File: src/rtl/program_loader_if.sv
// program_loader_if: byte-stream input and instruction-memory load port.
// The loader side uses the master modport (it drives in_ready and the
// memory write port); the stream source / memory side uses slave.
interface program_loader_if #(
  parameter int INSTR_W = 13,
  parameter int ADDR_W  = 4
);
  logic [7:0]         in_data;
  logic               in_valid;
  logic               in_ready;
  logic [INSTR_W-1:0] instr_out;
  logic [ADDR_W-1:0]  instr_addr;
  logic               instr_we;

  modport master (
    input  in_data, in_valid,
    output in_ready, instr_out, instr_addr, instr_we
  );

  modport slave (
    output in_data, in_valid,
    input  in_ready, instr_out, instr_addr, instr_we
  );
endinterface

File: src/rtl/program_loader.sv
// program_loader: receives a framed byte stream (header N, then N x {lo, hi}
// instruction bytes), writes the assembled words into instruction memory at
// addresses 0..N-1 and holds the processor in reset until a well-formed
// program has been fully written.
// Optional feature: define PROGRAM_LOADER_CHECKSUM_EN to require a trailing
// checksum byte (8-bit sum of header and data bytes) before release.
module program_loader #(
  parameter int INSTR_W = 13,
  parameter int ADDR_W  = 4,
  parameter int DEPTH   = 16
) (
  input  logic             clk,
  input  logic             reset,
  input  logic             start,
  program_loader_if.master bus,
  output logic             cpu_reset,
  output logic             done,
  output logic             error
);

  // Counter is one bit wider than the address so it can hold N = DEPTH.
  localparam int         CW      = ADDR_W + 1;
  localparam int         HW      = INSTR_W - 8;
  localparam logic [8:0] DEPTH_B = 9'(DEPTH);

`ifdef PROGRAM_LOADER_CHECKSUM_EN
  typedef enum logic [2:0] {
    S_IDLE, S_HDR, S_LO, S_HI, S_WRITE, S_CHK, S_DONE, S_ERROR
  } state_t;
`else
  typedef enum logic [2:0] {
    S_IDLE, S_HDR, S_LO, S_HI, S_WRITE, S_DONE, S_ERROR
  } state_t;
`endif

  state_t          state_q, state_d;
  logic [CW-1:0]   n_q;
  logic [CW-1:0]   cnt_q;
  logic [7:0]      lo_q;
  logic            xfer;
  logic            start_go;
  logic            hdr_bad;
  logic            hi_bad;
  logic            last_word;
  logic            rx_next;

`ifdef PROGRAM_LOADER_CHECKSUM_EN
  logic [7:0]      sum_q;
  logic            ck_ok;
  assign ck_ok = (bus.in_data == sum_q);
`endif

  assign xfer      = bus.in_valid && bus.in_ready;
  assign start_go  = start && (state_q == S_IDLE || state_q == S_DONE ||
                               state_q == S_ERROR);
  assign hdr_bad   = (bus.in_data == 8'd0) || ({1'b0, bus.in_data} > DEPTH_B);
  assign hi_bad    = |bus.in_data[7:HW];
  assign last_word = ((cnt_q + CW'(1)) == n_q);

  // Next-state logic; byte-receiving states only advance on a transfer.
  always_comb begin
    state_d = state_q;
    case (state_q)
      S_IDLE, S_DONE, S_ERROR: if (start) state_d = S_HDR;
      S_HDR:   if (xfer) state_d = hdr_bad ? S_ERROR : S_LO;
      S_LO:    if (xfer) state_d = S_HI;
      S_HI:    if (xfer) state_d = hi_bad ? S_ERROR : S_WRITE;
`ifdef PROGRAM_LOADER_CHECKSUM_EN
      S_WRITE: state_d = last_word ? S_CHK : S_LO;
      S_CHK:   if (xfer) state_d = ck_ok ? S_DONE : S_ERROR;
`else
      S_WRITE: state_d = last_word ? S_DONE : S_LO;
`endif
      default: state_d = S_IDLE;
    endcase
  end

  // Whether the upcoming state accepts stream bytes.
  always_comb begin
    rx_next = 1'b0;
    case (state_d)
      S_HDR, S_LO, S_HI: rx_next = 1'b1;
`ifdef PROGRAM_LOADER_CHECKSUM_EN
      S_CHK:             rx_next = 1'b1;
`endif
      default:           rx_next = 1'b0;
    endcase
  end

  // State register plus status outputs registered from the next state so
  // they change on the same edge as the state they describe.
  always_ff @(posedge clk or posedge reset) begin
    if (reset) begin
      state_q      <= S_IDLE;
      bus.in_ready <= 1'b0;
      bus.instr_we <= 1'b0;
      cpu_reset    <= 1'b1;
      done         <= 1'b0;
      error        <= 1'b0;
    end else begin
      state_q      <= state_d;
      bus.in_ready <= rx_next;
      bus.instr_we <= (state_d == S_WRITE);
      cpu_reset    <= (state_d != S_DONE);
      done         <= (state_d == S_DONE);
      error        <= (state_d == S_ERROR);
    end
  end

  // Word assembly, word counter and the registered memory write port.
  always_ff @(posedge clk or posedge reset) begin
    if (reset) begin
      n_q            <= '0;
      cnt_q          <= '0;
      lo_q           <= '0;
      bus.instr_out  <= '0;
      bus.instr_addr <= '0;
    end else begin
      if (start_go)
        cnt_q <= '0;
      // A good header never exceeds DEPTH, so it fits the counter width.
      if (state_q == S_HDR && xfer && !hdr_bad)
        n_q <= bus.in_data[CW-1:0];
      if (state_q == S_LO && xfer)
        lo_q <= bus.in_data;
      // A malformed high byte must not disturb the write port.
      if (state_q == S_HI && xfer && !hi_bad) begin
        bus.instr_out  <= {bus.in_data[HW-1:0], lo_q};
        bus.instr_addr <= cnt_q[ADDR_W-1:0];
      end
      if (state_q == S_WRITE && !last_word)
        cnt_q <= cnt_q + CW'(1);
    end
  end

`ifdef PROGRAM_LOADER_CHECKSUM_EN
  // Running mod-256 sum of header and data bytes, restarted with each load.
  always_ff @(posedge clk or posedge reset) begin
    if (reset)
      sum_q <= '0;
    else if (start_go)
      sum_q <= '0;
    else if (xfer && (state_q == S_HDR || state_q == S_LO || state_q == S_HI))
      sum_q <= sum_q + bus.in_data;
  end
`endif

endmodule

File: src/flat_wrapper.sv
// flat-port wrapper written by rule: the top's interface ports become plain ports
module program_loader_flat 
#(
  parameter int INSTR_W = 13,
  parameter int ADDR_W  = 4,
  parameter int DEPTH   = 16
)
  (clk, reset, start, cpu_reset, done, error, bus_in_data, bus_in_valid, bus_in_ready, bus_instr_out, bus_instr_addr, bus_instr_we);
  program_loader_if #(.INSTR_W(INSTR_W), .ADDR_W(ADDR_W)) bus_i ();
  input  logic clk;
  input  logic reset;
  input  logic start;
  output logic cpu_reset;
  output logic done;
  output logic error;
  input wire logic [$bits(bus_i.in_data)-1:0] bus_in_data;
  input wire logic [$bits(bus_i.in_valid)-1:0] bus_in_valid;
  output wire logic [$bits(bus_i.in_ready)-1:0] bus_in_ready;
  output wire logic [$bits(bus_i.instr_out)-1:0] bus_instr_out;
  output wire logic [$bits(bus_i.instr_addr)-1:0] bus_instr_addr;
  output wire logic [$bits(bus_i.instr_we)-1:0] bus_instr_we;
  assign bus_i.in_data = bus_in_data;
  assign bus_i.in_valid = bus_in_valid;
  assign bus_in_ready = bus_i.in_ready;
  assign bus_instr_out = bus_i.instr_out;
  assign bus_instr_addr = bus_i.instr_addr;
  assign bus_instr_we = bus_i.instr_we;
  program_loader #(.INSTR_W(INSTR_W), .ADDR_W(ADDR_W), .DEPTH(DEPTH)) u_core (.clk(clk), .reset(reset), .start(start), .bus(bus_i), .cpu_reset(cpu_reset), .done(done), .error(error));
endmodule
File: config.mk
export PLATFORM = sky130hd
export DESIGN_NAME = program_loader_flat
export DESIGN_NICKNAME = d
export VERILOG_FILES = /design/src/rtl/program_loader_if.sv /design/src/rtl/program_loader.sv /design/src/flat_wrapper.sv
export SDC_FILE = /design/constraint.sdc
export NUM_CORES = 1
export LEC_CHECK = 0
export ABC_AREA = 0
export CAP_MARGIN = 30
export CORE_MARGIN = 2
export CORE_UTILIZATION = 30
export DETAILED_ROUTE_END_ITERATION = 8
export SYNTH_ARGS = -nofsm -noshare
export SYNTH_HDL_FRONTEND = slang
export SYNTH_SLANG_ARGS = --single-unit
File: constraint.sdc
create_clock -name clk -period 6.5 [get_ports clk]
set_clock_uncertainty 0.1 [all_clocks]
set_input_delay 1.3 -clock clk [delete_from_list [all_inputs] [get_ports clk]]
set_output_delay 1.3 -clock clk [all_outputs]
set_load 0.01 [all_outputs]
**After elaboration in Yosys (flattened, before gate mapping)**

Index checks and enable logic that the tools add are counted.

- Bits in registers: 43
- Bits in latches: 0
- Memory bits (writable): 0
- ROM bits: 0
- Bits of input ports: 12
- Output and inout port bits: 22
- Memories kept: 0

- Add/sub/neg operators: 1
- $mul: 0
- Divide/modulo/power cells: 0
- $lt $le $gt $ge: 1
- Equality and inequality tests: 14
- Shift operators: 0
- Muxes and demuxes: 11
- Bitwise gates (word level): 0
- Reduce and logical (&&, ||, !) cells: 20

Operators with widths:

| operator | count |
|---|---|
| $eq A3 B3 Y1 const B | 6 |
| $mux W3 | 6 |
| $pmux W3 S5 | 1 |
| $eq A3 B2 Y1 const B | 4 |
| $mux W5 | 2 |
| $reduce_or A3 Y1 | 3 |
| $gt A8 B5 Y1 const B | 1 |
| $logic_and A1 B1 Y1 | 8 |
| $logic_not A8 Y1 | 1 |
| $eq A3 B1 Y1 const B | 2 |
| $add A5 B1 Y5 const B | 1 |
| $eq A5 B5 Y1 | 1 |
| $logic_not A1 Y1 | 3 |
| $logic_not A3 Y1 | 1 |
| $logic_or A1 B1 Y1 | 3 |
| $ne A3 B3 Y1 const B | 1 |
| $mux W2 | 1 |
| $reduce_bool A2 Y1 | 1 |
| $mux W1 | 1 |

**Depth between registers and ports, before layout**

- Word-level depth: 8
- Gate-level depth with buffers: 6
- Depth with buffers taken out: 6

**Worst setup path after synthesis**

No wires, ideal clock.

- Path type: input to register
- Start: input bus_in_valid
- End: register u_core.bus.instr_addr[1]
- Setup time: 125 ps
- Arrival: 2381 ps
- Data required time: 6275 ps
- Slack: 3895 ps
- Stages: 5
- Cells stage by stage: nand2_1 -> nor4bb_1 -> nand2_1 -> buf_2 -> mux2_2

- Word-level cells in the longest chain between the ends: 3

Ends and longest elaborated chain:

| element | RTL line | RTL |
|---|---|---|
| start, declared | flat_wrapper.sv:17 | `input wire logic [$bits(bus_i.in_valid)-1:0] bus_in_valid;` |
| $logic_and A1 B1 Y1 | program_loader.sv:53 | `assign xfer = bus.in_valid && bus.in_ready;` |
| $logic_and A1 B1 Y1 (2 in a row) | program_loader.sv:127 | `if (state_q == S_HI && xfer && !hi_bad) begin` |
| end signal, assigned | program_loader.sv:129 | `bus.instr_addr <= cnt_q[ADDR_W-1:0];` |
| end, declared | program_loader_if.sv:17 | `output in_ready, instr_out, instr_addr, instr_we` |

No other way between the ends.
A chain may end at the register's enable or synchronous reset.

**Worst setup path in the final report**

- Start: input bus_in_valid
- End: register u_core.bus.instr_addr[0]

The elaborated chain is that of the path after synthesis.

==> impl_metrics.yaml <==
synth:
  synthMuxAreaShare_pct: 18.5
  yosysMostFrequentCell: "dfrtp_1"
  ys.flop_type: "dfrtp_1"
  synthCells: 155
  synthXorXnorAreaFrac_pct: 6.34
  synthSimpleGateAreaFrac_pct: 11.7
  synth_top_family_by_area: "multiplexers"
  yosys-top-cells-count: "42 x dfrtp_1, 30 x mux2_2, 9 x nand2_1"
  synth.avg_cell_area_um2: 13.0
  synthArstFlopShare_pct: 100
  netlist_area_um2: 2010
  yosys_warnings: 0
  yosysSeqAreaShare_pct: 53.5
  synth-seq-cells: 43
  synth_edf_count: 0
  synth_top_cell_by_area: "dfrtp_1"
  synth-compound-area-share_pct: 8.26
  yosys.area_share.adder_pct: 0.621
  netlist_top_cells_area: "dfrtp_1 52%, mux2_2 17%, xnor2_1 2.2%"
  netlist-cell-type-count: 45
  syn_nets: 168
  synth_top_cell_area_share_pct: 52.2
place:
  port_buffers: 33
  routabilityCongestion: 0.781
  hpwl_um: 2630
  dp_slack_ns: 3.06
routing:
  avgViaCountPerCell: 4.84
  vias: 1307
  drtIter0Drc: 50
  drc: 0
  drt.antenna.violating_nets: 0
  wl_per_cell_um: 13.9
  drt-total-wl_um: 3760
  first_pass_iters: 6
timing:
  worst_pin_slew_ns: 0.747
  fin_crit_ns: 3.14
  setup_viol: 0
  whs_ns: 0.409
  setup_slack_ns: 3.36
  drv_slew: 0
  slew_headroom_pct: 50.0
  hold_viol: 0
  max_freq_mhz: 319
  fin_tns_setup_ns: 0
  grt_setup_unrepaired: "no"
  post-route-period-util_pct: 48.2
die:
  num_rows: 29
  die_w_um: 85.9
  core-area_um2: 6420
  pin_count: 34
  start_util_pct: 31.4
  chipHeight_um: 85.9
  die_area_um2: 7390
clocking:
  clockRootBuffer: "clkbuf_8"
  h-tree-depth: 2
  cts_resized: 0
  clkSlewWorstSetupHoldPaths_ns: 0.08
  clk_latency_ns: 0.30
  cts_buffer_depth: 2
  cts_made_buffers: 5
  postCtsHoldBufs: 0
  post_cts_buffers: 0
  cts_tree: "built"
  cts_sinks: 43
cells_and_area:
  nets: 205
  drive_above_1_share_pct: 24.4
  regArea_um2: 1080
  fill_cells: 606
  multi_input_area_um2: 916
  area_growth_pct: 26.3
  n_antenna_cell: 0
pwr:
  power.switching_mw: 0.342
  p_leak_nw: 1.11
  pwr-share-seq_pct: 42.2
  comb_power_share_pct: 37.5
  irDropWorstVdd_uv: 137
  netSwitchingFraction_pct: 32.6
  p_int_mw: 0.708
  p_clk_share_pct: 20.2
  p_per_area_nw_per_um2: 413
global_routing:
  busiest_layer: "met2"
  grt-ovfl-total: 0
  grt.met2_usage_pct: 16.7
  groute.usage.overall_pct: 11.2
  grtUsageMet1_pct: 14.7
  grtUsageMet3_pct: 4.91
  grt_max_degree: 44
  grt_pass1_vias: 1349
  grt_pass1_wl_um: 6530
  antenna_found_initial: 0
status:
  run_status: "finished, final reports clean"
critical_path:
  cp-start-kind: "input pin"
  crit_type: "in2reg"
  crit_required_ns: 6.59
  crit_arrival_ns: 3.23
  cp-end-kind: "register"
  worstPathMaxFanout: 17
worst_hold_path:
  min_path_type: "reg2reg"
job:
  cap_violations: 0
critical path, stage by stage:
cell	delay [ns]
clkdlybuf4s50_1	0.52
nand2_1	0.09
nor4bb_1	0.34
nand2_1	0.51
mux2_2	0.45
placed cells by master, fill, tap and decap left out, types with 2 or more instances in the layout:
cell type / instances
nand2b_1: 4
mux2i_1: 2
nand3b_1: 2
a21oi_1: 5
nand3_1: 3
nor4_1: 2
nand2_1: 9
nor2b_1: 5
o21ai_0: 5
mux2_2: 30
clkbuf_8: 5
xnor2_1: 5
clkdlybuf4s50_1: 33
dfrtp_1: 42
nor2_1: 7
layout make-up:
| type | count | area share (%) |
|---|---|---|
| Sequential cell | 43 | 42.4 |
| Inverter | 1 | 0.148 |
| Tap cell | 77 | 3.79 |
| Timing Repair Buffer | 34 | 13.3 |
| Clock buffer | 5 | 2.71 |
| Multi-Input combinational cell | 107 | 36.0 |
| Clock inverter | 3 | 1.72 |
power groups by stage:
stage	clock network, mW	registers [mW]	logic, mW
finish	0.212	0.443	0.394
CTS	0.219	0.445	0.399
detailed placement	0	0.450	0.397
global placement	0	0.448	0.393
global route	0.232	0.458	0.436
floorplan	0	0.441	0.250
layer usage:
metal | part of all wire, % | vias to the layer above
met5 | 0 | -
met2 | 42 | 34
li1 | - | 634
met1 | 51 | 633
met3 | 6.5 | 6
met4 | 1.2 | 0
sequential cells by signal, indices dropped and copies added, names as in the netlist:
signal	flops
u_core.bus.instr_out	13
u_core.state_q	3
u_core.cnt_q	5
u_core.bus.in_ready	1
u_core.cpu_reset	1
u_core.bus.instr_we	1
u_core.done	1
u_core.error	1
u_core.lo_q	8
u_core.n_q	5
u_core.bus.instr_addr	4
path summary, 6_finish.rpt:
kind	from	to	slack (ns)	cells after the start
max	bus_in_valid	u_core.bus.instr_addr[0]$_DFFE_PP0P_	3.36	5
min	u_core.lo_q[5]$_DFFE_PP0P_	u_core.bus.instr_out[5]$_DFFE_PP0P_	0.41	1
max reg2reg	u_core.cnt_q[0]$_DFFE_PP0P_	u_core.cnt_q[3]$_DFFE_PP0P_	4.28	6
min reg2reg	u_core.lo_q[5]$_DFFE_PP0P_	u_core.bus.instr_out[5]$_DFFE_PP0P_	0.41	1
max in group asynchronous	reset	u_core.cpu_reset$_DFF_PP1_	4.60	3
min in group asynchronous	reset	u_core.bus.instr_out[5]$_DFFE_PP0P_	1.33	3
metrics by stage:
stage / area (µm²) / power, mW / std cells / utilization, %
global placement: 2430 / 0.841 / 262 / 37.9
global route: 2540 / 1.13 / 270 / 39.6
finish: 2540 / 1.05 / 270 / 39.6
CTS: 2540 / 1.06 / 270 / 39.6
detailed placement: 2430 / 0.847 / 262 / 37.9
floorplan: 2010 / 0.691 / 155 / -
logic make-up after synthesis:
family,after synthesis
compound gates,23
xor+xnor,9
fa+ha+maj,1
buf+inv,5
flops,43
mux,33
simple gates,41
Note: power is estimated with default switching activity, not from simulation.
